--- config.mk ---
export PLATFORM = sky130hd
export DESIGN_NAME = tm_qm_ctrl
export DESIGN_NICKNAME = d
export VERILOG_FILES = /design/src/rtl/tm_qm_ctrl.sv
export SDC_FILE = /design/constraint.sdc
export NUM_CORES = 1
export LEC_CHECK = 0
export BUFFER_PORTS_ARGS = -buffer_cell sky130_fd_sc_hd__buf_4
export CAP_MARGIN = 15
export CORE_MARGIN = 3
export CORE_UTILIZATION = 45
export CTS_BUF_LIST = sky130_fd_sc_hd__clkbuf_4 sky130_fd_sc_hd__clkbuf_8 sky130_fd_sc_hd__clkbuf_16
export DETAILED_ROUTE_END_ITERATION = 16
export PLACE_DENSITY = 0.85
export RECOVER_POWER = 50
export SLEW_MARGIN = 20
export SYNTH_ARGS = -nofsm -noshare
export SYNTH_HDL_FRONTEND = slang
export SYNTH_SLANG_ARGS = --single-unit
--- constraint.sdc ---
create_clock -name clk -period 2.4 [get_ports clk]
set_input_delay 0 -clock clk [delete_from_list [all_inputs] [get_ports clk]]
set_output_delay 0 -clock clk [all_outputs]
set_load 0.02 [all_outputs]
--- src/rtl/tm_qm_ctrl.sv ---
// Third-level queue-manager controller: arbitrates enqueue/dequeue and sequences the head/tail/depth/ll/pkt_desc memories.
// Optional: define TM_QM_CTRL_DEPTH1_MIRROR_EN to mirror every depth write onto the depth1 memory.
module tm_qm_ctrl #(
    parameter int unsigned QUEUE_ID_NBITS      = 4,
    parameter int unsigned QUEUE_ENTRIES_NBITS = 4,
    parameter int unsigned PKT_DESC_NBITS      = 32
) (
    input  logic                           clk,
    input  logic                           rstn,
    output logic                           init_done,

    input  logic                           enq_req,
    input  logic [QUEUE_ID_NBITS-1:0]      enq_qid,
    input  logic [QUEUE_ENTRIES_NBITS-1:0] enq_ptr,
    input  logic [PKT_DESC_NBITS-1:0]      enq_desc,
    output logic                           enq_ack,
    output logic                           enq_err,

    input  logic                           deq_req,
    input  logic [QUEUE_ID_NBITS-1:0]      deq_qid,
    output logic                           deq_ack,
    output logic                           deq_valid,
    output logic                           deq_empty,
    output logic [QUEUE_ENTRIES_NBITS-1:0] deq_ptr,
    output logic [PKT_DESC_NBITS-1:0]      deq_desc,

    output logic                           head_wr,
    output logic [QUEUE_ID_NBITS-1:0]      head_raddr,
    output logic [QUEUE_ID_NBITS-1:0]      head_waddr,
    output logic [QUEUE_ENTRIES_NBITS-1:0] head_wdata,
    input  logic [QUEUE_ENTRIES_NBITS-1:0] head_rdata,

    output logic                           tail_wr,
    output logic [QUEUE_ID_NBITS-1:0]      tail_raddr,
    output logic [QUEUE_ID_NBITS-1:0]      tail_waddr,
    output logic [QUEUE_ENTRIES_NBITS-1:0] tail_wdata,
    input  logic [QUEUE_ENTRIES_NBITS-1:0] tail_rdata,

    output logic                           depth_wr,
    output logic [QUEUE_ID_NBITS-1:0]      depth_raddr,
    output logic [QUEUE_ID_NBITS-1:0]      depth_waddr,
    output logic [QUEUE_ENTRIES_NBITS-1:0] depth_wdata,
    input  logic [QUEUE_ENTRIES_NBITS-1:0] depth_rdata,

    output logic                           depth1_wr,
    output logic [QUEUE_ID_NBITS-1:0]      depth1_raddr,
    output logic [QUEUE_ID_NBITS-1:0]      depth1_waddr,
    output logic [QUEUE_ENTRIES_NBITS-1:0] depth1_wdata,
    input  logic [QUEUE_ENTRIES_NBITS-1:0] depth1_rdata,

    output logic                           ll_wr,
    output logic [QUEUE_ENTRIES_NBITS-1:0] ll_raddr,
    output logic [QUEUE_ENTRIES_NBITS-1:0] ll_waddr,
    output logic [QUEUE_ENTRIES_NBITS-1:0] ll_wdata,
    input  logic [QUEUE_ENTRIES_NBITS-1:0] ll_rdata,

    output logic                           pkt_desc_wr,
    output logic [QUEUE_ENTRIES_NBITS-1:0] pkt_desc_raddr,
    output logic [QUEUE_ENTRIES_NBITS-1:0] pkt_desc_waddr,
    output logic [PKT_DESC_NBITS-1:0]      pkt_desc_wdata,
    input  logic [PKT_DESC_NBITS-1:0]      pkt_desc_rdata
);

    typedef enum logic [2:0] {ST_INIT, ST_IDLE, ST_ENQ_WR, ST_DEQ_RD, ST_DEQ_WR} state_t;

    state_t                         state;
    logic [QUEUE_ID_NBITS-1:0]      init_cnt;
    logic                           init_wr;
    logic                           last_enq;
    logic [QUEUE_ID_NBITS-1:0]      qid_q;
    logic [QUEUE_ENTRIES_NBITS-1:0] ptr_q;
    logic [PKT_DESC_NBITS-1:0]      desc_q;
    logic [QUEUE_ENTRIES_NBITS-1:0] head_q;
    logic [QUEUE_ENTRIES_NBITS-1:0] depth_q;
    logic                           grant_enq;
    logic                           grant_deq;
    logic                           unused_depth1_rdata;

    assign unused_depth1_rdata = ^depth1_rdata;

    always_comb begin
        grant_enq = (state == ST_IDLE) && enq_req && (!deq_req || !last_enq);
        grant_deq = (state == ST_IDLE) && deq_req && !grant_enq;
    end

    always_ff @(posedge clk or negedge rstn) begin
        if (!rstn) begin
            state     <= ST_INIT;
            init_cnt  <= '0;
            init_wr   <= 1'b0;
            init_done <= 1'b0;
            last_enq  <= 1'b0;
            qid_q     <= '0;
            ptr_q     <= '0;
            desc_q    <= '0;
            head_q    <= '0;
            depth_q   <= '0;
        end else begin
            case (state)
                ST_INIT: begin
                    if (init_wr && init_cnt == '1) begin
                        init_wr   <= 1'b0;
                        init_done <= 1'b1;
                        state     <= ST_IDLE;
                    end else begin
                        init_wr <= 1'b1;
                        if (init_wr)
                            init_cnt <= init_cnt + 1'b1;
                    end
                end
                ST_IDLE: begin
                    if (grant_enq) begin
                        qid_q    <= enq_qid;
                        ptr_q    <= enq_ptr;
                        desc_q   <= enq_desc;
                        last_enq <= 1'b1;
                        state    <= ST_ENQ_WR;
                    end else if (grant_deq) begin
                        qid_q    <= deq_qid;
                        last_enq <= 1'b0;
                        state    <= ST_DEQ_RD;
                    end
                end
                ST_ENQ_WR: state <= ST_IDLE;
                ST_DEQ_RD: begin
                    if (depth_rdata == '0) begin
                        state <= ST_IDLE;
                    end else begin
                        head_q  <= head_rdata;
                        depth_q <= depth_rdata;
                        state   <= ST_DEQ_WR;
                    end
                end
                ST_DEQ_WR: state <= ST_IDLE;
                default:   state <= ST_INIT;
            endcase
        end
    end

    // Grant, memory-port and result signals are decoded combinationally from the
    // registered state so reads issue in the grant cycle and writes land one cycle later.
    always_comb begin
        enq_ack        = grant_enq;
        deq_ack        = grant_deq;
        enq_err        = 1'b0;
        deq_valid      = 1'b0;
        deq_empty      = 1'b0;
        deq_ptr        = '0;
        deq_desc       = '0;
        head_wr        = 1'b0;
        head_raddr     = '0;
        head_waddr     = '0;
        head_wdata     = '0;
        tail_wr        = 1'b0;
        tail_raddr     = '0;
        tail_waddr     = '0;
        tail_wdata     = '0;
        depth_wr       = init_wr;
        depth_raddr    = '0;
        depth_waddr    = init_cnt;
        depth_wdata    = '0;
        ll_wr          = 1'b0;
        ll_raddr       = '0;
        ll_waddr       = '0;
        ll_wdata       = '0;
        pkt_desc_wr    = 1'b0;
        pkt_desc_raddr = '0;
        pkt_desc_waddr = '0;
        pkt_desc_wdata = '0;
        case (state)
            ST_IDLE: begin
                if (grant_enq) begin
                    tail_raddr  = enq_qid;
                    depth_raddr = enq_qid;
                end else if (grant_deq) begin
                    head_raddr  = deq_qid;
                    depth_raddr = deq_qid;
                end
            end
            ST_ENQ_WR: begin
                if (depth_rdata == '1) begin
                    enq_err = 1'b1;
                end else begin
                    tail_wr        = 1'b1;
                    tail_waddr     = qid_q;
                    tail_wdata     = ptr_q;
                    depth_wr       = 1'b1;
                    depth_waddr    = qid_q;
                    depth_wdata    = depth_rdata + 1'b1;
                    pkt_desc_wr    = 1'b1;
                    pkt_desc_waddr = ptr_q;
                    pkt_desc_wdata = desc_q;
                    if (depth_rdata == '0) begin
                        head_wr    = 1'b1;
                        head_waddr = qid_q;
                        head_wdata = ptr_q;
                    end else begin
                        ll_wr    = 1'b1;
                        ll_waddr = tail_rdata;
                        ll_wdata = ptr_q;
                    end
                end
            end
            ST_DEQ_RD: begin
                if (depth_rdata == '0) begin
                    deq_valid = 1'b1;
                    deq_empty = 1'b1;
                end else begin
                    ll_raddr       = head_rdata;
                    pkt_desc_raddr = head_rdata;
                end
            end
            ST_DEQ_WR: begin
                head_wr     = 1'b1;
                head_waddr  = qid_q;
                head_wdata  = ll_rdata;
                depth_wr    = 1'b1;
                depth_waddr = qid_q;
                depth_wdata = depth_q - 1'b1;
                deq_valid   = 1'b1;
                deq_ptr     = head_q;
                deq_desc    = pkt_desc_rdata;
            end
            default: ;
        endcase
    end

`ifdef TM_QM_CTRL_DEPTH1_MIRROR_EN
    assign depth1_wr    = depth_wr;
    assign depth1_waddr = depth_waddr;
    assign depth1_wdata = depth_wdata;
    assign depth1_raddr = '0;
`else
    assign depth1_wr    = 1'b0;
    assign depth1_waddr = '0;
    assign depth1_wdata = '0;
    assign depth1_raddr = '0;
`endif

endmodule

After elaboration in Yosys (flattened, before gate mapping)
Cells that the tools add are included.
{ "word_totals": {"in_bits": 100, "ram_bits": 0, "output_inout_bits": 148, "latchBits": 0, "memories": 0, "regBits": 58, "romBits": 0, "elab_cells": 99} }
{ "classes": {"n_mux": 57, "reduce_logical": 19, "shifts": 0, "order_cmp": 0, "n_addsub": 3, "bitwise": 2, "eq_ne": 8, "multipliers": 0, "n_div": 0} }
{ "op_table": {"columns": ["op", "n"], "rows": [
  ["4-bit 2-to-1 mux", 28],
  ["32-bit 2-to-1 mux", 3],
  ["4-bit case mux with 2 select lines", 4],
  ["1-bit 2-to-1 mux", 14],
  ["3-bit 2-to-1 mux", 4],
  ["3-bit case mux with 4 select lines", 1],
  ["2-bit AND reduction", 5],
  ["4-bit by 1-bit adder with 4-bit output (second input constant)", 2],
  ["4-bit == test (second input constant)", 2],
  ["3-bit by 2-bit == test with 1-bit output (second input constant)", 2],
  ["1-bit case mux with 2 select lines", 3],
  ["1-bit logical AND", 5],
  ["4-bit logical NOT", 1],
  ["4-bit by 1-bit subtractor with 4-bit output (second input constant)", 1],
  ["3-bit by 1-bit == test with 1-bit output (second input constant)", 1],
  ["3-bit == test (second input constant)", 1],
  ["1-bit logical NOT", 3],
  ["3-bit logical NOT", 1],
  ["3-bit != test (second input constant)", 1],
  ["3-bit AND reduction", 1],
  ["2-bit != test (second input constant)", 1],
  ["1-bit NOT", 2],
  ["2-bit nonzero test", 1],
  ["2-bit OR reduction", 1],
  ["1-bit logical OR", 1]
]} }

Longest topological paths before layout
Gate-level depths: netlist of the first run.
{ "logic_depth": {"depth_word": 8, "depth_mapped": 7, "mapped_depth_nobuf": 5} }

Worst setup path before layout of the first run
OpenSTA, ideal clock, no wires.
{ "synth_timing": {"path_type": "reg-to-output", "start": "register state[2]", "end": "output port ll_waddr[0]", "setup_slack_ps": 671, "stages_incl_launch_ff": 5, "t_arrival_ps": 1729, "required_ps": 2400, "path_cell_list": "dfrtp_1 > buf_2 > or3b_1 > nor3_2 > and2_1"} }
{ "synth_via": {"elab_chain_cells": 2} }
{ "synth_rtl": {"columns": ["item", "line", "text"], "rows": [
  ["start, declared", "66", "state_t state;"],
  ["start signal, assigned", "88", "state <= ST_INIT;"],
  ["start signal, assigned", "104", "state <= ST_IDLE;"],
  ["start signal, assigned", "117", "state <= ST_ENQ_WR;"],
  ["3-bit by 2-bit == test with 1-bit output", "170", "case (state)"],
  ["4-bit 2-to-1 mux", "170", null],
  ["end, declared", "53", "output logic [QUEUE_ENTRIES_NBITS-1:0] ll_waddr,"]
]} }
Every way passes these cells.

Worst setup path in the final report of the first run
{ "layout_timing": {"start": "register state[1]", "end": "output port depth_waddr[3]"} }
{ "layout_via": {"elab_chain_cells": 2} }
{ "layout_rtl": {"columns": ["item", "line", "text"], "rows": [
  ["3-bit == test / 3-bit by 2-bit == test with 1-bit output (equally long branches)", "170", null],
  ["4-bit case mux with 2 select lines *", "170", null],
  ["end, declared", "41", "output logic [QUEUE_ID_NBITS-1:0] depth_waddr,"]
]} }
Mark *: on every way between the ends. The rest lies on a longest branch, timed or not.

==> flow_metrics.env, run 1 <==
export IMPL_ys_seq_elements=58
export IMPL_fin_nets=731
export IMPL_ys_seq_area_share_pct=40.1
export IMPL_r2r_setup_slack_ps=200
export IMPL_clkPwrFrac_pct=17.4
export IMPL_cp_start_kind="register"
export IMPL_p_switching_mw=2.34
export IMPL_avgSynthCellArea_um2=10.1
export IMPL_tightest_slew_ps=1450
export IMPL_synth_mux_area_share_pct=15.2
export IMPL_dpl_worst_slack_ps=517
export IMPL_cts_tree="done"
export IMPL_viasPerCell=5.13
export IMPL_rows=32
export IMPL_required_ps=2400
export IMPL_wl_mm=12.8
export IMPL_die_area_um2=9150
export IMPL_power_total_mw=5.84
export IMPL_fin_ws_ps=126
export IMPL_htreeDepth=3
export IMPL_io_buffers=230
export IMPL_crit_path_max_fanout=8
export IMPL_num_vias=3767
export IMPL_numCtsBuffers=9
export IMPL_synth_ff_type="dfrtp_1"
export IMPL_hpwl_mm=8.56
export IMPL_overflow=0
export IMPL_worstSetupPathType="register to output pin"
export IMPL_clock_latency_ps=340
export IMPL_ioPinCount=248
export IMPL_grt_pass1_vias=3846
export IMPL_area_delta_synth_final_pct=66.2
export IMPL_drt_first_pass_iters=4
export IMPL_synth_distinct_cells=44
export IMPL_synth_xor_area_share_pct=1.21
export IMPL_gp_congestion=0.812
export IMPL_remaining_drc_errors=0
export IMPL_register_area_um2=1450
export IMPL_cts_buffer_depth=2
export IMPL_fin_crit_ps=2270
export IMPL_final_setup_skew_ps=10.2
export IMPL_clk_pin_slew_ps=70
export IMPL_synth_compound_area_share_pct=6.68
export IMPL_start_util_pct=46.6
export IMPL_p_comb_share_pct=51.1
export IMPL_hold_violations=0
export IMPL_multi_input_area_um2=1880
export IMPL_post_drt_wl_per_cell_um=17.4
export IMPL_die_w_um=95.6
export IMPL_ff2ff_path_depth=4
export IMPL_grt_setup_unrepaired="false"
export IMPL_grt_pass1_wl_mm=18.9
export IMPL_grt_max_degree=59
export IMPL_post_cts_repair_setup_buffers=0
export IMPL_setup_viol_count_final=0
export IMPL_synthArstFlopShare_pct=100
export IMPL_r2r_end="desc_q[10]"
export IMPL_syn_cell_area_um2=3620
export IMPL_synth_most_common_cell="dfrtp_1"
export IMPL_fillers=492
export IMPL_grt_use_total_pct=27.0
export IMPL_hp_class="input pin to register"
export IMPL_synth_enable_flop_cells=0
export IMPL_n_antenna_cell=0
export IMPL_tns_ps=0
export IMPL_yosys_warnings=0
export IMPL_cts_sinks=58
export IMPL_synth_simple_area_share_pct=26.1
export IMPL_max_freq_ghz=0.440
export IMPL_relSlewSlack_pct=3.53
export IMPL_antenna_found_initial=0
export IMPL_layout_drive_gt1_share_pct=43.5
export IMPL_drt_iter0_markers=150
export IMPL_synth_top_area_share_pct=40.1
export IMPL_maxCapViolations=0
export IMPL_vdd_ir_drop_max_uv=719
export IMPL_hold_depth=3
export IMPL_endpoint_kind="output pin"
export IMPL_startpoint="state[1]"
export IMPL_utilization_pct=77.4
export IMPL_seq_power_share_pct=31.5
export IMPL_core_um2=7770
export IMPL_p_leak_nw=3.19
export IMPL_outcome="finished clean"
export IMPL_holdCritStartpoint="depth_rdata[0]"
export IMPL_yosys_top_cells_count="58 x dfrtp_1, 53 x and2_1, 42 x and3_1"
export IMPL_intPower_mw=3.50
export IMPL_clockRootBuffer="clkbuf_8"
export IMPL_yosys_top_cells_area="dfrtp_1 40%, and2_1 9.2%, mux2_1 9.0%"
export IMPL_antenna_left=0
export IMPL_p_per_area_nw_per_um2=972
export IMPL_die_y_um=95.6
export IMPL_synth_top_family_by_area="simple AND/OR/NAND/NOR gates"
export IMPL_synth_fa_ha_area_share_pct=1.38
export IMPL_r2r_start="state[2]"
export IMPL_cp_arrival_ps=2270
export IMPL_synth_cells=357
export IMPL_fin_crit_sh_pct=94.7
export IMPL_synth_top_area_cell="dfrtp_1"
export IMPL_power_switching_share_pct=40.1
export IMPL_hold_end="depth_q[0]"
export IMPL_holdWs_ps=17.8
export IMPL_slew_viol_final=0
## how the worst max path moves through the flow
stage                     end  cells past startpoint
6_report       depth_waddr[3]                      5
5_1_grt        depth_waddr[3]                      5
2_1_floorplan     ll_waddr[0]                      4
3_5_place_dp    head_wdata[2]                      5
4_1_cts         head_wdata[2]                      5
3_3_place_gp   depth_waddr[3]                      5
## repair_timing
item / CTS / global route
hold buffers: 54 / 0
endpoints found under the hold margin: 106 / 0
endpoints found under the setup margin: 0 / 2
gates resized for setup: 0 / 1
## routing by layer
layer	vias up	wire length, um	track usage (%)
li1	1741	-	-
met1	1806	5000	32.0
met2	192	6340	45.0
met3	28	1190	9.31
met4	0	270	10.1
met5	-	0	0
## stage by stage
step / instance area, um2 / instances
after CTS: 6080 / 734
after global placement: 5320 / 664
after global routing: 6010 / 734
final: 6010 / 734
after detailed placement: 5320 / 664
after floorplan: 3660 / 369
## sequential cells by signal, indices dropped and copies added, names as in the netlist
register	cells
desc_q	32
depth_q	4
head_q	4
init_cnt	4
ptr_q	4
qid_q	4
state	3
init_done	1
init_wr	1
last_enq	1
## cells by family after synthesis
logic type / count (synthesis)
simple gates: 147
xor+xnor: 5
flops: 58
fa+ha+maj: 4
other cells: 1
mux: 49
buf+inv: 57
compound gates: 36
## worst max-delay path, stage by stage (launching register included)
cell,delay [ps]
dfrtp_1,480
clkbuf_1,240
nor3b_4,200
a21oi_1,450
mux2_2,410
buf_4,160
## cell type report
class	instances	area share, %
clock buffers	11	2.31
well taps	102	2.12
flip-flops and latches	58	24.2
repair buffers	294	38.2
multi-input cells	254	31.3
inverters	10	0.625
clock inverters	5	1.31
## power by group through the flow
stage | combinational, mW | sequential, mW | clock [mW]
final | 2.98 | 1.84 | 1.02
after global routing | 3.21 | 1.91 | 1.06
after CTS | 3.02 | 1.81 | 1.03
after detailed placement | 2.87 | 1.82 | 0
after global placement | 2.79 | 1.79 | 0
after floorplan | 1.92 | 1.69 | 0
## placed cells by master (no fill, tap or decap), drive strengths merged, types with 4 or more instances in the layout
| cell type | netlist | final |
|---|---|---|
| buf | 32 | 226 |
| dfrtp | 58 | 58 |
| dlygate4sd3 | 0 | 54 |
| and2 | 53 | 53 |
| mux2 | 47 | 47 |
| and3 | 42 | 42 |
| clkbuf | 15 | 25 |
| nor2 | 14 | 14 |
| conb | 1 | 13 |
| inv | 10 | 10 |
| a21oi | 8 | 8 |
| nor3b | 8 | 8 |
| nand3 | 7 | 7 |
| a31oi | 6 | 6 |
| o21ai | 6 | 6 |
| nor2b | 4 | 4 |
| a32oi | 4 | 4 |
| a21o | 4 | 4 |
| ha | 4 | 4 |
| nor3 | 4 | 4 |
(Power assumes the default switching activity.)
==> run 2: changes to the inputs <==
ABC_AREA = 1   (was unset)
CORE_UTILIZATION = 46   (was 45)
PLACE_DENSITY = 0.86   (was 0.85)
==> run 2 against run 1 <==
Wire length grew 14%. Final cell count up 28%. Total power fell by 0.75%. Sequential power fell by 8%. First-iteration DRC count increased by 81%. Clock power increased by 14%.
==> flow_metrics.env, run 2 <==
export IMPL_synth_simple_area_share_pct=37.6
export IMPL_endpoint_kind="output pin"
export IMPL_fin_crit_sh_pct=84.3
export IMPL_cts_sinks=58
export IMPL_yosys_top_cells_area="dfrtp_1 39%, nand2_1 21%, nor2_1 9.0%"
export IMPL_ioPinCount=248
export IMPL_synth_most_common_cell="nand2_1"
export IMPL_yosys_warnings=0
export IMPL_grt_pass1_vias=4552
export IMPL_wl_mm=14.6
export IMPL_htreeDepth=3
export IMPL_grt_setup_unrepaired="false"
export IMPL_overflow=0
export IMPL_ys_seq_area_share_pct=38.8
export IMPL_grt_use_total_pct=30.9
export IMPL_cp_arrival_ps=2020
export IMPL_clockRootBuffer="clkbuf_8"
export IMPL_power_total_mw=5.80
export IMPL_io_buffers=230
export IMPL_p_leak_nw=3.62
export IMPL_core_um2=7810
export IMPL_hold_violations=0
export IMPL_cts_tree="done"
export IMPL_start_util_pct=47.9
export IMPL_antenna_left=0
export IMPL_tns_ps=0
export IMPL_cts_buffer_depth=2
export IMPL_drt_first_pass_iters=5
export IMPL_worstSetupPathType="input pin to output pin"
export IMPL_die_w_um=96.1
export IMPL_holdWs_ps=21.7
export IMPL_max_freq_ghz=0.494
export IMPL_synth_distinct_cells=25
export IMPL_synth_top_area_cell="dfrtp_1"
export IMPL_antenna_found_initial=0
export IMPL_r2r_setup_slack_ps=430
export IMPL_setup_viol_count_final=0
export IMPL_hp_class="input pin to register"
export IMPL_p_per_area_nw_per_um2=968
export IMPL_synth_xor_area_share_pct=0.703
export IMPL_num_vias=4659
export IMPL_maxCapViolations=0
export IMPL_max_flop_register="desc_q"
export IMPL_clock_latency_ps=350
export IMPL_avgSynthCellArea_um2=6.57
export IMPL_synth_mux_area_share_pct=0
export IMPL_dpl_worst_slack_ps=751
export IMPL_synth_compound_area_share_pct=4.19
export IMPL_area_delta_synth_final_pct=60.3
export IMPL_rows=32
export IMPL_hpwl_mm=10.2
export IMPL_gp_congestion=0.976
export IMPL_clk_pin_slew_ps=70
export IMPL_crit_path_max_fanout=23
export IMPL_grt_pass1_wl_mm=21.8
export IMPL_synth_top_area_share_pct=38.8
export IMPL_viasPerCell=4.95
export IMPL_synthArstFlopShare_pct=100
export IMPL_ys_seq_elements=58
export IMPL_drt_iter0_markers=271
export IMPL_place_area_um2=5380
export IMPL_post_drt_wl_per_cell_um=15.5
export IMPL_utilization_pct=76.7
export IMPL_synth_fa_ha_area_share_pct=1.34
export IMPL_fin_nets=938
export IMPL_die_y_um=96.1
export IMPL_cp_start_kind="input pin"
export IMPL_n_antenna_cell=0
export IMPL_synth_ff_type="dfrtp_1"
export IMPL_slew_viol_final=0
export IMPL_final_area_um2=5990
export IMPL_syn_cell_area_um2=3740
export IMPL_grt_max_degree=59
export IMPL_synth_top_family_by_area="simple AND/OR/NAND/NOR gates"
export IMPL_required_ps=2400
export IMPL_placedCellCount=877
export IMPL_remaining_drc_errors=0
export IMPL_largest_register_ffs=32
export IMPL_relSlewSlack_pct=2.96
export IMPL_final_setup_skew_ps=14.8
export IMPL_tightest_slew_ps=1460
export IMPL_post_cts_repair_setup_buffers=0
export IMPL_synth_enable_flop_cells=0
export IMPL_final_cell_mix="207 x nand2_1, 206 x buf_4, 92 x nor2_1"
export IMPL_numCtsBuffers=9
export IMPL_fin_crit_ps=2020
export IMPL_synth_cells=569
export IMPL_fin_ws_ps=378
export IMPL_die_area_um2=9240
export IMPL_yosys_top_cells_count="208 x nand2_1, 90 x nor2_1, 85 x inv_1"
export IMPL_layout_commonest_cell="nand2_1"
export IMPL_outcome="finished clean"
export IMPL_stdcell_count=941
export IMPL_layout_drive_gt1_share_pct=28.4
export IMPL_vdd_ir_drop_max_uv=562
==> run 2: path summary, 6_finish.rpt <==
path                                start             to  depth (start not counted)
max                        depth_rdata[0]  head_wdata[3]                          8
min                        depth_rdata[3]     depth_q[3]                          3
max reg2reg                      state[1]       qid_q[2]                          7
min reg2reg                     init_done      init_done                          2
max in group asynchronous            rstn     depth_q[0]                          2
min in group asynchronous            rstn     desc_q[18]                          2
==> run 2: kinds of logic after synthesis <==
family          after synthesis
compound gates               30
xor+xnor                      3
fa+ha+maj                     4
buf+inv                     132
flops                        58
other cells                   1
simple gates                341
==> run 2: layout make-up <==
class / instances / area (um2)
Tap cell: 102 / 128
Inverter: 89 / 334
Timing Repair Buffer: 285 / 2150
Clock buffer: 10 / 138
Fill cell: 562 / 1820
Multi-Input combinational cell: 391 / 1680
Clock inverter: 6 / 113
Sequential cell: 58 / 1450
==> run 2: repair_timing <==
item | in CTS | in global routing
endpoints found under the hold margin | 105 | 0
hold buffers | 48 | 0
gates resized for setup | 0 | 1
setup endpoints to repair | 0 | 4
==> run 2: power by group <==
part / internal (mW) / total, mW / switching [mW] / leakage, nW
logic: 1.08 / 2.94 / 1.86 / 2.79
clock network: 0.722 / 1.16 / 0.437 / 0.127
registers: 1.40 / 1.70 / 0.298 / 0.703
==> run 2: routing by layer <==
metal	wire, um	vias up	global-route usage (%)
li1	-	2180	-
met1	5070	2141	33.5
met2	7400	280	56.0
met3	1430	58	6.49
met4	692	0	16.2
met5	0	-	0
==> run 2: worst max-delay path, stage by stage <==
cell,delay (ps)
dlygate4sd3_1,540
buf_4,150
ha_1,220
nand3_1,130
clkbuf_2,420
nand2_1,130
o21ai_0,240
buf_4,180
